--- src/rtl/spi_pkg.sv ---
// rtl/spi_pkg.sv - shared types and helpers for the SPI bus arbiter
package spi_pkg;

  typedef enum logic [1:0] {
    IDLE = 2'd0,
    OWN  = 2'd1,
    WAIT = 2'd2,
    GAP  = 2'd3
  } arb_state_t;

  localparam int DW_DEF = 8;

  function automatic int clog2(input int value);
    int result;
    int rem;
    result = 0;
    rem    = value - 1;
    while (rem > 0) begin
      result = result + 1;
      rem    = rem >> 1;
    end
    return result;
  endfunction

endpackage

--- src/rtl/rr_pick.sv ---
// rtl/rr_pick.sv - combinational round-robin priority encoder
module rr_pick
  import spi_pkg::*;
#(
  parameter int N  = 2,
  parameter int IW = (N > 1) ? clog2(N) : 1
) (
  input  logic [N-1:0]  req,
  input  logic [IW-1:0] ptr,
  output logic [N-1:0]  onehot,
  output logic [IW-1:0] idx
);

  logic          found;
  logic [IW:0]   sum;
  logic [IW-1:0] cand;

  // Scan from ptr upward with wrap; the first set bit wins.
  always_comb begin
    onehot = '0;
    idx    = '0;
    found  = 1'b0;
    sum    = '0;
    cand   = '0;
    for (int i = 0; i < N; i++) begin
      sum = {1'b0, ptr} + (IW+1)'(i);
      if (sum >= (IW+1)'(N)) sum = sum - (IW+1)'(N);
      cand = sum[IW-1:0];
      if (!found && req[cand]) begin
        found        = 1'b1;
        onehot[cand] = 1'b1;
        idx          = cand;
      end
    end
  end

endmodule

--- src/rtl/spi_bus_arbiter.sv ---
// rtl/spi_bus_arbiter.sv - round-robin sharing of one spi_master byte engine
module spi_bus_arbiter
  import spi_pkg::*;
#(
  parameter int NREQ    = 2,
  parameter int DW      = DW_DEF,
  parameter int GAP_CYC = 4,
  parameter int TIMEOUT = 1024,
  localparam int IW     = (NREQ > 1) ? clog2(NREQ) : 1
) (
  input  logic             clk,
  input  logic             rst,
  input  logic [NREQ-1:0]  req,
  input  logic [NREQ-1:0]  byte_valid,
  input  logic [NREQ*DW-1:0] byte_data,
  input  logic [NREQ-1:0]  byte_last,
  output logic [NREQ-1:0]  byte_ack,
  output logic [DW-1:0]    rx_data,
  output logic [NREQ-1:0]  rx_valid,
  output logic [NREQ-1:0]  gnt,
  output logic [NREQ-1:0]  err,
  output logic             spi_start,
  output logic [DW-1:0]    spi_data_out,
  input  logic [DW-1:0]    spi_data_in,
  input  logic             spi_done,
  output logic [IW-1:0]    cs_sel,
  output logic             busy
);

  localparam int TW = clog2(TIMEOUT + 1);
  localparam int GW = clog2(GAP_CYC + 1);

  arb_state_t    state;
  logic [IW-1:0] ptr;
  logic          last_flag;
  logic [DW-1:0] data_q;
  logic [TW-1:0] to_cnt;
  logic [GW-1:0] gap_cnt;

  logic [NREQ-1:0] pick_oh;
  logic [IW-1:0]   pick_idx;
  logic            own_valid;
  logic            own_last;
  logic            own_req;
  logic [DW-1:0]   own_data;
  logic            accept;

  rr_pick #(.N(NREQ), .IW(IW)) u_pick (
    .req    (req),
    .ptr    (ptr),
    .onehot (pick_oh),
    .idx    (pick_idx)
  );

  // gnt is one-hot for the owner, so masking with it selects the owner's lane.
  always_comb begin
    own_valid = |(gnt & byte_valid);
    own_last  = |(gnt & byte_last);
    own_req   = |(gnt & req);
    own_data  = '0;
    for (int i = 0; i < NREQ; i++) begin
      if (gnt[i]) own_data = byte_data[i*DW +: DW];
    end
  end

  // Acceptance is same-cycle so the requester sees its ack with zero latency;
  // the byte is shown live in OWN and held from the latch during WAIT.
  assign accept       = (state == OWN) && own_valid;
  assign byte_ack     = accept ? gnt : '0;
  assign spi_start    = accept;
  assign spi_data_out = (state == OWN) ? own_data : data_q;
  assign busy         = (state != IDLE);

  always_ff @(posedge clk or posedge rst) begin
    if (rst) begin
      state     <= IDLE;
      ptr       <= '0;
      gnt       <= '0;
      cs_sel    <= '0;
      last_flag <= 1'b0;
      data_q    <= '0;
      to_cnt    <= '0;
      gap_cnt   <= '0;
      rx_data   <= '0;
      rx_valid  <= '0;
      err       <= '0;
    end else begin
      rx_valid <= '0;
      err      <= '0;
      case (state)
        IDLE: begin
          if (|req) begin
            gnt    <= pick_oh;
            cs_sel <= pick_idx;
            ptr    <= (pick_idx == IW'(NREQ - 1)) ? '0 : pick_idx + 1'b1;
            state  <= OWN;
          end
        end
        OWN: begin
          if (own_valid) begin
            data_q    <= own_data;
            last_flag <= own_last;
            to_cnt    <= '0;
            state     <= WAIT;
          end else if (!own_req) begin
            gnt     <= '0;
            gap_cnt <= '0;
            state   <= GAP;
          end
        end
        WAIT: begin
          if (spi_done) begin
            rx_data  <= spi_data_in;
            rx_valid <= gnt;
            if (last_flag) begin
              gnt     <= '0;
              gap_cnt <= '0;
              state   <= GAP;
            end else begin
              state <= OWN;
            end
          end else if (to_cnt == TW'(TIMEOUT - 1)) begin
            err     <= gnt;
            gnt     <= '0;
            gap_cnt <= '0;
            state   <= GAP;
          end else begin
            to_cnt <= to_cnt + 1'b1;
          end
        end
        GAP: begin
          if (gap_cnt == GW'(GAP_CYC - 1)) state <= IDLE;
          else gap_cnt <= gap_cnt + 1'b1;
        end
        default: state <= IDLE;
      endcase
    end
  end

endmodule

--- config.mk ---
export PLATFORM = sky130hd
export DESIGN_NAME = spi_bus_arbiter
export DESIGN_NICKNAME = d
export VERILOG_FILES = /design/src/rtl/spi_pkg.sv /design/src/rtl/rr_pick.sv /design/src/rtl/spi_bus_arbiter.sv
export SDC_FILE = /design/constraint.sdc
export NUM_CORES = 1
export LEC_CHECK = 0
export ABC_AREA = 1
export BUFFER_PORTS_ARGS = -buffer_cell sky130_fd_sc_hd__buf_2
export CAP_MARGIN = 20
export CORE_AREA = 4 4 71 73
export DETAILED_ROUTE_END_ITERATION = 6
export DIE_AREA = 0 0 75 77
export GPL_TIMING_DRIVEN = 0
export PLACE_DENSITY_LB_ADDON = 0.1
export SLEW_MARGIN = 10
export SYNTH_ARGS = -nofsm -noshare
export SYNTH_HDL_FRONTEND = slang
export SYNTH_HIERARCHICAL = 1
export SYNTH_SLANG_ARGS = --single-unit
--- constraint.sdc ---
create_clock -name clk -period 2 [get_ports clk]
set_input_delay 0.4 -clock clk [delete_from_list [all_inputs] [get_ports clk]]
set_output_delay 0.4 -clock clk [all_outputs]
set_load 0.05 [all_outputs]
==> results summary, run 1 <==
The flow ran to the end, and the final reports show no timing, DRC or antenna violations. The number of remaining DRC errors came out at 0. The count of antenna-violating nets left after detailed routing is 0. The number of antenna violations at the first check in global routing is 0. The fraction of the yosys area taken by sequential cells came out at 0.445. The number of hold buffers added after cts is 0. The layout overhead on the synthesized area came out at 32.0%. The worst path needs 1.95 ns of the cycle, external delays included. The global-route usage over all layers came out at 0.199. STA classifies the critical path startpoint as a flip-flop.

The root buffer cell chosen for the clock tree is sky130_fd_sc_hd__clkbuf_8. The synthesized area is 2310 um^2. The count of nets after finishing came out at ~430. The post-detailed-route via-to-cell ratio came out at 4.97. In this run the number of H-tree levels came out at 2. The final antenna diode count is 0. The initialized floorplan defines 24 standard-cell rows.

Counting along the longest clock path gives a buffer depth of 2. Entering global routing, the biggest net connects 32 pins. Of the post-synthesis cell area, the part taken by muxes is 0. The relative max-transition margin came out at 0.716. The final weighted congestion in routability-driven placement is 0.784. The period utilization came out at 0.976. The compound-cell area share of the yosys netlist is 0.0912. By area, the combinational part of the netlist is dominated by simple AND/OR/NAND/NOR gates. The critical path's largest stage delay came out at 0.44 ns. In this run the power density over the cells is 1540 nW/um^2. The number of endpoints failing setup at the final stage came out at 0. The most common library cell in the layout ignoring fill and taps is sky130_fd_sc_hd__nand2_1. Across the routed clock network, the largest skew measured is 0.00291 ns.

TritonCTS built the clock tree. The length of the first detailed-routing pass in iterations came out at 4. For this design the static power due to leakage is ~1.6 nW. OpenSTA, run right after detailed placement, puts the worst setup slack at -0.252 ns. The worst-case IR drop observed on VDD is 0.788 mV. The switching power came out at ~0.0022 W. Of the cells placed in the final design, the portion with a size suffix greater than 1 is 0.306. For this design, the slowest cell found on the critical path is sky130_fd_sc_hd__dfrtp_1. The number of hold violations in the final report came to 0. The maximum frequency from static timing analysis is slightly above 500 MHz. The post-synthesis adder-cell area fraction is 0.0380.

After clock tree synthesis, the clock-pin slew on the worst setup and hold paths is 0.08 ns. The CTS buffer count is 5. Measured on the finished design, the core utilization comes to 0.699. The count of buffers inserted at the top-level ports is 59. The share of total power dissipated in sequential elements is 0.254.

The number of DRC markers after the initial detailed-route iteration came out at 132. The sum of negative setup slack came out at 0 ns. The wire-length estimate of the detail-placed layout is 3930 um. The synthesized net count is 350. The worst hold path belongs to the class input pin to asynchronous set/reset pin. Leaving out fill and tap cells, the most frequent cells in the layout are sky130_fd_sc_hd__nand2_1 (118), sky130_fd_sc_hd__buf_2 (48), sky130_fd_sc_hd__dfrtp_1 (41), sky130_fd_sc_hd__inv_1 (29), sky130_fd_sc_hd__nand3_1 (19). The height of the die is 77 um.

The later pin in the worst-skew pair is clocked with a latency of 0.29 ns. The standard cell core area is around 4400 um^2. The cell depth of the worst flop-to-flop path came out at 11. By instance count, the cell type seen most on the critical path is sky130_fd_sc_hd__buf_6. The relative contribution of combinational cells to total power came out at 0.577. The gate count of the mapped netlist came out at 310.

Counting flops and latches in the post-synthesis netlist gives 41. The data arrival time of the worst path came out at 1.55 ns. Data on the critical path is required at its endpoint by ~1.6 ns. The remaining global-route overflow came out at 0. The parity-gate share of the synthesized area counting xor and xnor cells came out at 0.0190.

The boundary pin count came out at 60. The Yosys step of the flow raised 6 warnings. The net switching share of the total power came out at 0.476.

The number of sinks on the clock net came out at 41. The count of cell types in the netlist is 27. The signal on the critical path passes through ha_4 -> buf_6 -> buf_4 -> o21ai_2 -> buf_6. Hold timing on the final database bottoms out at a slack of approximately 0.029 ns. The worst setup path is of the flip-flop to output pin kind.

The global-route wire length before repair is 9130 um. The highest net fanout along the worst path came out at 5. After layout, the worst setup slack is 0.0480 ns. The initial core utilization is 0.530. The via count of the first global-routing pass came to 2,086. Across the run, the number of max-cap violations was 0.

The average size of a mapped cell came out at between 7 and 8 um^2. The total number of vias came out at 2,193. Wires add up to 5550 um. For the pin with the worst max-slew slack, the measured transition is 0.426 ns.

The endpoint class of the critical path is an output pin. The design internal power is 0.00246 W. The wire length per cell after detailed routing is about 13 um. The number of max-slew violations in the final report is 0. Of the total power, the clock network draws 0.169.

The overall die width is roughly 75 um. The overall die area is 5780 um^2. Of the total synthesized cell area, the portion taken by AND, OR, NAND and NOR gates is 0.332.
==> kinds of logic after synthesis <==
| group | after synthesis |
|---|---|
| AND/OR/NAND/NOR | 178 |
| adder cells (fa/ha/maj) | 7 |
| flip-flops | 41 |
| AO/OA/AOI/OAI | 36 |
| XOR/XNOR | 5 |
| buffers and inverters | 43 |
==> critical path: cells and delay by family (launching register included) <==
kind | cells | cell delay (ns)
AO/OA/AOI/OAI | 1 | 0.16
flip-flops | 1 | 0.44
buffers and inverters | 3 | 0.47
adder cells (fa/ha/maj) | 1 | 0.19
==> stage by stage <==
step                std cells  total power, W  area [um^2]
CTS                       436         0.00456         2960
floorplan                 310         0.00297         2310
global route              441         0.00502         3040
finish                    441         0.00469         3040
global placement          421         0.00345         2670
detailed placement        422         0.00349         2690
==> area by class of cell <==
cell class | instances | area [um^2]
plain buffers | 7 | 68.8
clock buffers | 5 | 68.8
clock inverters | 3 | 65.1
fillers | 356 | 1310
inverters | 35 | 136
multi-input cells | 226 | 1150
flip-flops and latches | 41 | 1030
well taps | 52 | 65.1
repair buffers | 72 | 459
==> cell usage after synthesis <==
cell | n | area share
sky130_fd_sc_hd__a21oi_1 | 4 | 0.0087
sky130_fd_sc_hd__buf_2 | 4 | 0.0087
sky130_fd_sc_hd__buf_6 | 1 | 0.0049
sky130_fd_sc_hd__clkbuf_1 | 3 | 0.0049
sky130_fd_sc_hd__clkinv_1 | 1 | 0.0016
sky130_fd_sc_hd__dfrtp_1 | 41 | 0.44
sky130_fd_sc_hd__ha_1 | 7 | 0.038
sky130_fd_sc_hd__inv_1 | 32 | 0.052
sky130_fd_sc_hd__inv_2 | 2 | 0.0033
sky130_fd_sc_hd__nand2_1 | 120 | 0.20
sky130_fd_sc_hd__nand2_2 | 6 | 0.016
sky130_fd_sc_hd__nand3_1 | 20 | 0.043
sky130_fd_sc_hd__nand3_4 | 1 | 0.0076
sky130_fd_sc_hd__nand4_1 | 7 | 0.019
sky130_fd_sc_hd__nor2_1 | 18 | 0.029
sky130_fd_sc_hd__nor2_2 | 1 | 0.0027
sky130_fd_sc_hd__nor2_4 | 2 | 0.0098
sky130_fd_sc_hd__nor4_1 | 2 | 0.0054
sky130_fd_sc_hd__o211ai_1 | 2 | 0.0065
sky130_fd_sc_hd__o21a_1 | 1 | 0.0033
sky130_fd_sc_hd__o21ai_0 | 24 | 0.052
sky130_fd_sc_hd__o21ai_1 | 1 | 0.0022
sky130_fd_sc_hd__o21ai_2 | 3 | 0.011
sky130_fd_sc_hd__o21ai_4 | 1 | 0.0071
sky130_fd_sc_hd__or2_2 | 1 | 0.0027
sky130_fd_sc_hd__xnor2_1 | 2 | 0.0076
sky130_fd_sc_hd__xor2_1 | 3 | 0.011
==> state kept, by name, indices dropped and copies added (netlist names) <==
register and flops:
to_cnt 11, data_q 8, rx_data 8, gap_cnt 3, err 2, gnt 2, rx_valid 2, state 2
cs_sel 1, last_flag 1, ptr 1
==> worst paths after layout <==
kind,startpoint,end,slack [ns]
max in group asynchronous,rst,to_cnt[7]$_DFFE_PP0P_,1.53
hold / removal,rst,rx_data[5]$_DFFE_PP0P_,0.03
min in group clk,spi_data_in[1],rx_data[1]$_DFFE_PP0P_,0.29
setup / recovery,state[0]$_DFFE_PP0P_,spi_data_out[2],0.05
hold reg to reg,rx_data[1]$_DFFE_PP0P_,rx_data[1]$_DFFE_PP0P_,0.48
setup reg to reg,state[0]$_DFFE_PP0P_,to_cnt[10]$_DFFE_PP0P_,0.26
==> power groups by stage <==
stage	logic, W	registers (W)	clock network [W]
2_1_floorplan	0.00143	0.00154	0
3_3_place_gp	0.00224	0.00121	0
3_5_place_dp	0.00228	0.00121	0
4_1_cts	0.00258	0.00118	0.000807
5_1_grt	0.00295	0.00122	0.000845
6_report	0.00271	0.00119	0.000795
==> per-layer routing <==
metal,vias to the layer above,track usage,part of all wire
li1,1128,-,-
met1,1005,0.246,0.42
met2,48,0.337,0.52
met3,12,0.0458,0.046
met4,0,0.0587,0.020
met5,-,0,0
==> timing repair <==
item                                   4_1_cts  5_1_grt
cloned                                       0        0
endpoints found under the hold margin        0        0
setup endpoints to repair                   11       15
gates resized for setup                     29       16
setup buffers                                7        5
pin swaps                                    0        1
Power figures use the tool's default switching activity.
==> run 2, diff against run 1 <==
--- a/config.mk
+++ b/config.mk
@@ -7,7 +7,6 @@
 export LEC_CHECK = 0
 export ABC_AREA = 1
 export BUFFER_PORTS_ARGS = -buffer_cell sky130_fd_sc_hd__buf_2
-export CAP_MARGIN = 20
 export CORE_AREA = 4 4 71 73
 export DETAILED_ROUTE_END_ITERATION = 6
 export DIE_AREA = 0 0 75 77
==> constraint.sdc (replaced) <==
create_clock -name clk -period 2 [get_ports clk]
set_input_delay 0.1 -clock clk [delete_from_list [all_inputs] [get_ports clk]]
set_output_delay 0.1 -clock clk [all_outputs]
set_load 0.05 [all_outputs]
==> results summary, run 2 (synthesized netlist as in run 1, its figures left out) <==
The standard cell core area was 4350 um^2 (unchanged). The number of endpoints failing setup at the final stage came to 0 (unchanged). The post-CTS setup buffer count came to 0 (was 7). The final antenna diode count is 0 (unchanged). The sum of negative setup slack is 0 ns (unchanged). The CTS buffer count is 5 (unchanged). The boundary pin count came out at 60 (unchanged).

The number of hold violations in the final report was 0 (unchanged). The number of remaining DRC errors came out at 0 (unchanged). The length of the first detailed-routing pass in iterations came out at 4 (unchanged). The start point of the worst min-delay path is spi_data_in[2].

The register-to-register setup slack is 0.24 ns (was 0.26 ns). The maximum clock path buffer count is 2 (unchanged). The global-route wire length before repair is 8780 um (was 9130 um). The initial core utilization came out at 0.530 (unchanged).

The half-perimeter wire length of the detailed placement result is 3900 um (was 3930 um). The endpoint class of the critical path is an output pin (unchanged). The hold-critical path depth is 3. The end of the worst register-to-register path is gap_cnt[0]$_DFFE_PP0P_ (was to_cnt[10]$_DFFE_PP0P_). The number of sinks on the clock net came out at 41 (unchanged). The count of buffers inserted at the top-level ports came out at 59 (unchanged). The routed wire length came out at 5260 um (was 5550 um). The cell at the slowest stage of the critical path is sky130_fd_sc_hd__dfrtp_2 (was sky130_fd_sc_hd__dfrtp_1). The worst setup skew after layout is 0.00534 ns (was 0.00291 ns). The via count of the first global-routing pass came out at 2,010 (was 2,086). The total number of vias came to 2,171 (was 2,193). The critical path's largest stage delay came out at 0.45 ns (was 0.44 ns).

The static leakage power came out at 1.57 nW (was 1.64 nW). The data arrival time of the worst path came out at 1.81 ns (was 1.55 ns). The layout overhead on the synthesized area is 26.7% (was 32.0%). The category of the critical setup timing path is flip-flop to output pin (unchanged). The required time reported for the critical path endpoint came to 1.90 ns (was 1.60 ns). The overall die area is 5780 um^2 (unchanged). The height of the die came out at 77 um (unchanged). The slew of the pin with the lowest slew margin came out at 0.473 ns (was 0.426 ns). The final weighted congestion in routability-driven placement is 0.785 (was 0.784). The maximum frequency from static timing analysis is 524 MHz (was 512 MHz). The count of max-cap constraint violations came out at 0 (unchanged).

The period utilization is 0.954 (was 0.976). The flip-flop count of the largest register, all copies and words added is 11 (unchanged). The number of DRC markers after the initial detailed-route iteration is 103 (was 132). The number of antenna violations at the first check in global routing is 0 (unchanged).

List of cells traversed by the critical path: inv_1 -> ha_1 -> buf_6 -> buf_4 -> nand2_1 -> o21ai_0 -> buf_4 (was ha_4 -> buf_6 -> buf_4 -> o21ai_2 -> buf_6). The type of the worst min-delay path is input pin to flip-flop (was input pin to asynchronous set/reset pin). The highest net fanout along the worst path is 10 (was 5). The CTS tree is built (unchanged). The pin count of the biggest net entering global routing came out at 32 (unchanged). The number of max-slew violations in the final report is 0 (unchanged). The clock transition at the register clock pins on the worst setup and hold paths after CTS came out at 0.08 ns (about the same). The count of antenna-violating nets left after detailed routing was 0 (unchanged). Status: finished, final reports clean (unchanged). The shortest period the worst path allows is 1.91 ns (was 1.95 ns). The worst-skew pair later-pin latency came out at 0.29 ns (about the same). The count of nets after finishing came out at 423 (was 428).

The origin of the critical flop-to-flop path is state[1]$_DFFE_PP0P_ (was state[0]$_DFFE_PP0P_). The hold-critical path endpoint is rx_data[2]$_DFFE_PP0P_. The relative max-transition margin is 0.685 (was 0.716). Most frequent cells in the layout: sky130_fd_sc_hd__nand2_1 (119), sky130_fd_sc_hd__buf_2 (51), sky130_fd_sc_hd__dfrtp_1 (40), sky130_fd_sc_hd__inv_1 (31), sky130_fd_sc_hd__o21ai_0 (22) (was sky130_fd_sc_hd__nand2_1 (118), sky130_fd_sc_hd__buf_2 (48), sky130_fd_sc_hd__dfrtp_1 (41), sky130_fd_sc_hd__inv_1 (29), sky130_fd_sc_hd__nand3_1 (19)).

The overall die width is 75 um (unchanged). The kind of start point of the critical path was a flip-flop (unchanged). The post-detailed-route via-to-cell ratio is 4.98 (was 4.97).

The global-route usage over all layers is 0.192 (was 0.199). The number of filler instances in the final layout is 367 (was 356). The critical path's most frequent cell is sky130_fd_sc_hd__buf_4 (was sky130_fd_sc_hd__buf_6). The level count of the clock H-tree came out at 2 (unchanged). The root buffer selected by CTS is sky130_fd_sc_hd__clkbuf_8 (unchanged). The wire length per cell after detailed routing came out at 12.1 um (was 12.6 um). The remaining global-route overflow is 0 (unchanged). The placed cell area is 2690 um^2 (unchanged). The power density over the cells came out at 1450 nW/um^2 (was 1540 nW/um^2). The most flop-heavy register is to_cnt (unchanged).

Largest registers: to_cnt x11, data_q x8, rx_data x8 (unchanged). The post-layout instance area is 2920 um^2 (was 3040 um^2). The layout cell share with drive strength beyond 1 came to 0.255 (was 0.306).

The worst IR drop on VDD came out at 0.802 mV (was 0.788 mV). The cell depth of the worst flop-to-flop path came out at 9 (was 11). The most common library cell in the layout ignoring fill and taps is sky130_fd_sc_hd__nand2_1 (unchanged).

The row count came out at 24 (unchanged).
-- run 2: power breakdown --
part	internal, W	switching (W)	leakage (nW)
Combinational	0.000681	0.00169	0.973
Clock	0.000374	0.000299	0.0543
Sequential	0.00107	0.000135	0.543
Total	0.00213	0.00213	1.57
-- run 2: area by class of cell --
class                      instances  area, um^2  share of cell area
multi-input combinational        226        1120               0.384
sequential                        41        1030               0.351
timing repair buffer              67         408               0.140
inverter                          35         136              0.0467
clock buffer                       5        68.8              0.0235
tap                               52        65.1              0.0223
buffer                             7        50.0              0.0171
clock inverter                     3        46.3              0.0158
-- run 2: how the worst max path moves through the flow --
stage / start / depth (start not counted) / slack, ns / to
after floorplan: state[1]$_DFFE_PP0P_ / 4 / -0.04 / spi_data_out[0]
after global placement: state[0]$_DFFE_PP0P_ / 11 / 0.08 / to_cnt[10]$_DFFE_PP0P_
after detailed placement: state[0]$_DFFE_PP0P_ / 11 / 0.06 / to_cnt[1]$_DFFE_PP0P_
after CTS: state[1]$_DFFE_PP0P_ / 7 / 0.0006 / spi_data_out[7]
after global routing: state[1]$_DFFE_PP0P_ / 7 / -0.006 / spi_data_out[0]
final: state[1]$_DFFE_PP0P_ / 7 / 0.09 / spi_data_out[0]
-- run 2: through the flow --
| step | setup slack, ns | cells | total power (W) | utilization | hold WS [ns] |
|---|---|---|---|---|---|
| final | 0.0925 | 436 | 0.00425 | 0.671 | 0.0146 |
| after global routing | -0.00635 | 436 | 0.00454 | 0.671 | 0.0231 |
| after CTS | 0.000636 | 436 | 0.00423 | 0.666 | 0.00942 |
| after detailed placement | 0.0571 | 422 | 0.00347 | 0.618 | 0.0442 |
| after global placement | 0.0782 | 421 | 0.00343 | 0.614 | 0.293 |
| after floorplan | -0.0400 | 310 | 0.00296 | - | 0.171 |
-- run 2: metal layers --
| layer | global-route usage | up-vias | routed length [um] |
|---|---|---|---|
| met1 | 0.244 | 999 | 2360 |
| met5 | 0 | - | 0 |
| met3 | 0.0379 | 5 | 238 |
| li1 | - | 1123 | - |
| met4 | 0.0427 | 0 | 45 |
| met2 | 0.329 | 44 | 2610 |
-- run 2: what timing repair did --
item	in CTS	in global routing
gates resized for setup	11	14
endpoints found under the hold margin	16	0
hold buffers	7	0
pin swaps	0	0
endpoints found under the setup margin	9	20
gates cloned	0	0
-- run 2: worst max-delay path, delay by kind of cell, from the launching register on --
kind                       cells  cell delay [ns]
AOI/OAI and AO/OA              1             0.10
adders and majority gates      1             0.22
buffers and inverters          4             0.69
DFF                            1             0.45
and+or+nand+nor                1             0.06
==> run 3, diff against run 2 <==
--- a/config.mk
+++ b/config.mk
@@ -7,10 +7,11 @@
 export LEC_CHECK = 0
 export ABC_AREA = 1
 export BUFFER_PORTS_ARGS = -buffer_cell sky130_fd_sc_hd__buf_2
-export CORE_AREA = 4 4 71 73
+export CORE_AREA = 2 2 69 71
 export DETAILED_ROUTE_END_ITERATION = 6
-export DIE_AREA = 0 0 75 77
+export DIE_AREA = 0 0 71 73
 export GPL_TIMING_DRIVEN = 0
+export MAX_ROUTING_LAYER = met4
 export PLACE_DENSITY_LB_ADDON = 0.1
 export SLEW_MARGIN = 10
 export SYNTH_ARGS = -nofsm -noshare
==> results summary, run 3 (synthesized netlist as in run 1, its figures left out) <==
Status: finished, final reports clean (unchanged). The worst-skew pair later-pin latency was 0.29 ns (about the same). The number of filler instances in the final layout came out at 386 (was 367). The most flop-heavy register is to_cnt (unchanged).

The end of the worst register-to-register path is to_cnt[10]$_DFFE_PP0P_ (was gap_cnt[0]$_DFFE_PP0P_). The data arrival time of the worst path came out at 1.80 ns (was 1.81 ns). The level count of the clock H-tree came to 2 (unchanged). The number of antenna violations at the first check in global routing is 0 (unchanged).

The pin count of the biggest net entering global routing was 26 (was 32). The hold-critical path depth came out at 3 (unchanged). The static leakage power came out at 1.57 nW (about the same). The total number of vias is 2,173 (was 2,171). The initial core utilization is 0.508 (was 0.530). The global-route wire length before repair came out at 8560 um (was 8780 um).

The slew of the pin with the lowest slew margin is 0.443 ns (was 0.473 ns). The combined area of the multi-input logic cells is 1120 um^2 (about the same). The final weighted congestion in routability-driven placement came to 0.797 (was 0.785). The number of hold violations in the final report is 0 (unchanged). The number of sinks on the clock net came to 41 (unchanged). The worst IR drop on VDD was 0.822 mV (was 0.802 mV). The proportion of power drawn by the clock network came out at 0.130 (was 0.158).

The portion of total power attributed to sequential cells is 0.293 (was 0.284). The worst hold-check slack came to 0.0115 ns (was 0.0146 ns). The wire length per cell after detailed routing came out at 11.6 um (was 12.1 um).

The boundary pin count came to 60 (unchanged). The post-detailed-route via-to-cell ratio came out at 4.95 (was 4.98). The start point of the worst min-delay path is spi_data_in[1] (was spi_data_in[2]). The hold-critical path endpoint is rx_data[1]$_DFFE_PP0P_ (was rx_data[2]$_DFFE_PP0P_).

The height of the die is 73 um (was 77 um). The number of remaining DRC errors was 0 (unchanged). The root buffer selected by CTS is sky130_fd_sc_hd__clkbuf_8 (unchanged). The global-route usage over all layers is 0.216 (was 0.192). The number of DRC markers after the initial detailed-route iteration came to 138 (was 103).

The highest net fanout along the worst path is 10 (unchanged). The register-to-register setup slack came out at 0.17 ns (was 0.24 ns). The relative contribution of combinational cells to total power came to 0.576 (was 0.558). The clock transition at the register clock pins on the worst setup and hold paths after CTS was 0.08 ns (about the same). Setup repair after global routing could not meet its margin everywhere. The worst setup skew after layout came out at 0.00583 ns (was 0.00534 ns).

The count of max-cap constraint violations came to 0 (unchanged). The cell depth of the worst flop-to-flop path is 11 (was 9). Largest registers: to_cnt x11, data_q x8, rx_data x8 (unchanged). The count of nets after finishing was 424 (was 423). The number of max-slew violations in the final report is 0 (unchanged).

The overall die width came out at 71 um (was 75 um). The type of the worst min-delay path is input pin to flip-flop (unchanged). The half-perimeter wire length of the detailed placement result was 3710 um (was 3900 um). The period utilization is 0.951 (was 0.954). The CTS buffer count came out at 5 (unchanged). The remaining global-route overflow came to 0 (unchanged). The number of non-filler instances in the completed layout came out at 439 (was 436). The endpoint class of the critical path was an output pin (unchanged). The wire length on met2 was 2490 um (was 2610 um). The net switching share of the total power is 0.513 (was 0.500).

The footprint of the flip-flops and latches came out at 1030 um^2 (unchanged). The most common library cell in the layout ignoring fill and taps was sky130_fd_sc_hd__nand2_1 (unchanged). The wire length the detailed router placed on met1 came out at 2370 um (was 2360 um).

The sum of negative setup slack came to 0 ns (unchanged). The design internal power came to 0.00199 W (was 0.00213 W). Most frequent cells in the layout: sky130_fd_sc_hd__nand2_1 (120), sky130_fd_sc_hd__buf_2 (51), sky130_fd_sc_hd__dfrtp_1 (40), sky130_fd_sc_hd__inv_1 (31), sky130_fd_sc_hd__o21ai_0 (22) (was sky130_fd_sc_hd__nand2_1 (119), sky130_fd_sc_hd__buf_2 (51), sky130_fd_sc_hd__dfrtp_1 (40), sky130_fd_sc_hd__inv_1 (31), sky130_fd_sc_hd__o21ai_0 (22)). The via count of the first global-routing pass was 1,936 (was 2,010). The required time reported for the critical path endpoint came out at 1.90 ns (about the same). The maximum frequency from static timing analysis came out at 526 MHz (was 524 MHz). The origin of the critical flop-to-flop path is state[0]$_DFFE_PP0P_ (was state[1]$_DFFE_PP0P_). The instance count after placement with tap cells included was 424 (was 422). The switching power came to 0.00210 W (was 0.00213 W). The length of routed met3 wiring is 174 um (was 238 um). The relative max-transition margin was 0.705 (was 0.685). The CTS tree is built (unchanged). The layout overhead on the synthesized area was 26.0% (was 26.7%). The overall die area is 5180 um^2 (was 5780 um^2). The final total power is 0.00409 W (was 0.00425 W).

The kind of start point of the critical path is a flip-flop (unchanged). The shortest period the worst path allows is 1.90 ns (was 1.91 ns). The row count came out at 25 (was 24). The length of the first detailed-routing pass in iterations is 4 (unchanged).

The power density over the cells came to 1410 nW/um^2 (was 1450 nW/um^2). The category of the critical setup timing path is flip-flop to output pin (unchanged). The layout cell share with drive strength beyond 1 is 0.252 (was 0.255). The count of buffers inserted at the top-level ports came out at 59 (unchanged). The highest metal layer with signal wires was met4 (unchanged).

The routed wire length came to 5080 um (was 5260 um). The number of endpoints failing setup at the final stage came out at 0 (unchanged). The flip-flop count of the largest register, all copies and words added came out at 11 (unchanged). The standard cell core area came to 4540 um^2 (was 4350 um^2). The maximum clock path buffer count came to 2 (unchanged). The final antenna diode count was 0 (unchanged). The count of antenna-violating nets left after detailed routing is 0 (unchanged).
-- run 3: cell count changes in the layout (fill, tap and decap cells not counted), sizes merged --
cell	delta
bufinv	-1
inv	+1
dlygate4sd3	+1
-- run 3: power by group through the flow --
stage	Sequential (W)	Combinational [W]	Clock, W
final	0.00120	0.00236	0.000534
after global routing	0.00124	0.00259	0.000584
after CTS	0.00120	0.00234	0.000551
after detailed placement	0.00121	0.00225	0
after global placement	0.00121	0.00222	0
after floorplan	0.00154	0.00142	0
-- run 3: cell type report --
| class | instances | share of cell area |
|---|---|---|
| inverters | 35 | 0.0461 |
| clock buffers | 5 | 0.0237 |
| plain buffers | 7 | 0.0159 |
| multi-input cells | 226 | 0.385 |
| well taps | 54 | 0.0233 |
| repair buffers | 68 | 0.146 |
| flip-flops and latches | 41 | 0.354 |
| clock inverters | 3 | 0.00603 |
-- run 3: worst max path at each step --
stage | start | end | cells past startpoint
final | state[1]$_DFFE_PP0P_ | byte_ack[0] | 6
after global placement | state[1]$_DFFE_PP0P_ | spi_start | 7
after global routing | state[1]$_DFFE_PP0P_ | spi_data_out[3] | 7
after floorplan | state[1]$_DFFE_PP0P_ | spi_data_out[0] | 4
after CTS | state[1]$_DFFE_PP0P_ | spi_data_out[3] | 7
after detailed placement | state[0]$_DFFE_PP0P_ | to_cnt[10]$_DFFE_PP0P_ | 11
-- run 3: metrics by stage --
step / worst slack [ns] / util / area (um^2)
floorplan: -0.0400 / - / 2310
global placement: 0.0585 / 0.590 / 2670
detailed placement: 0.0534 / 0.594 / 2690
CTS: 0.0136 / 0.636 / 2890
global route: -0.00673 / 0.641 / 2910
finish: 0.0982 / 0.641 / 2910
-- run 3: critical path, cell delays in order (launching register included) --
cell and delay, ns:
sky130_fd_sc_hd__dfrtp_2 0.44, sky130_fd_sc_hd__inv_1 0.11, sky130_fd_sc_hd__ha_2 0.20, sky130_fd_sc_hd__buf_4 0.16, sky130_fd_sc_hd__nand2_1 0.17, sky130_fd_sc_hd__nor2_2 0.15
sky130_fd_sc_hd__buf_2 0.28
-- run 3: per-layer routing --
layer,vias to the layer above,global-route usage
li1,1122,-
met1,1013,0.276
met2,34,0.355
met3,4,0.0414
met4,0,0.0566
met5,-,-
-- run 3: timing repair --
item                                    4_1_cts  5_1_grt
setup buffers                                 0        0
endpoints found under the hold margin        23        0
endpoints found under the setup margin        9       19
hold buffers                                  8        0
gates resized for setup                      13       10
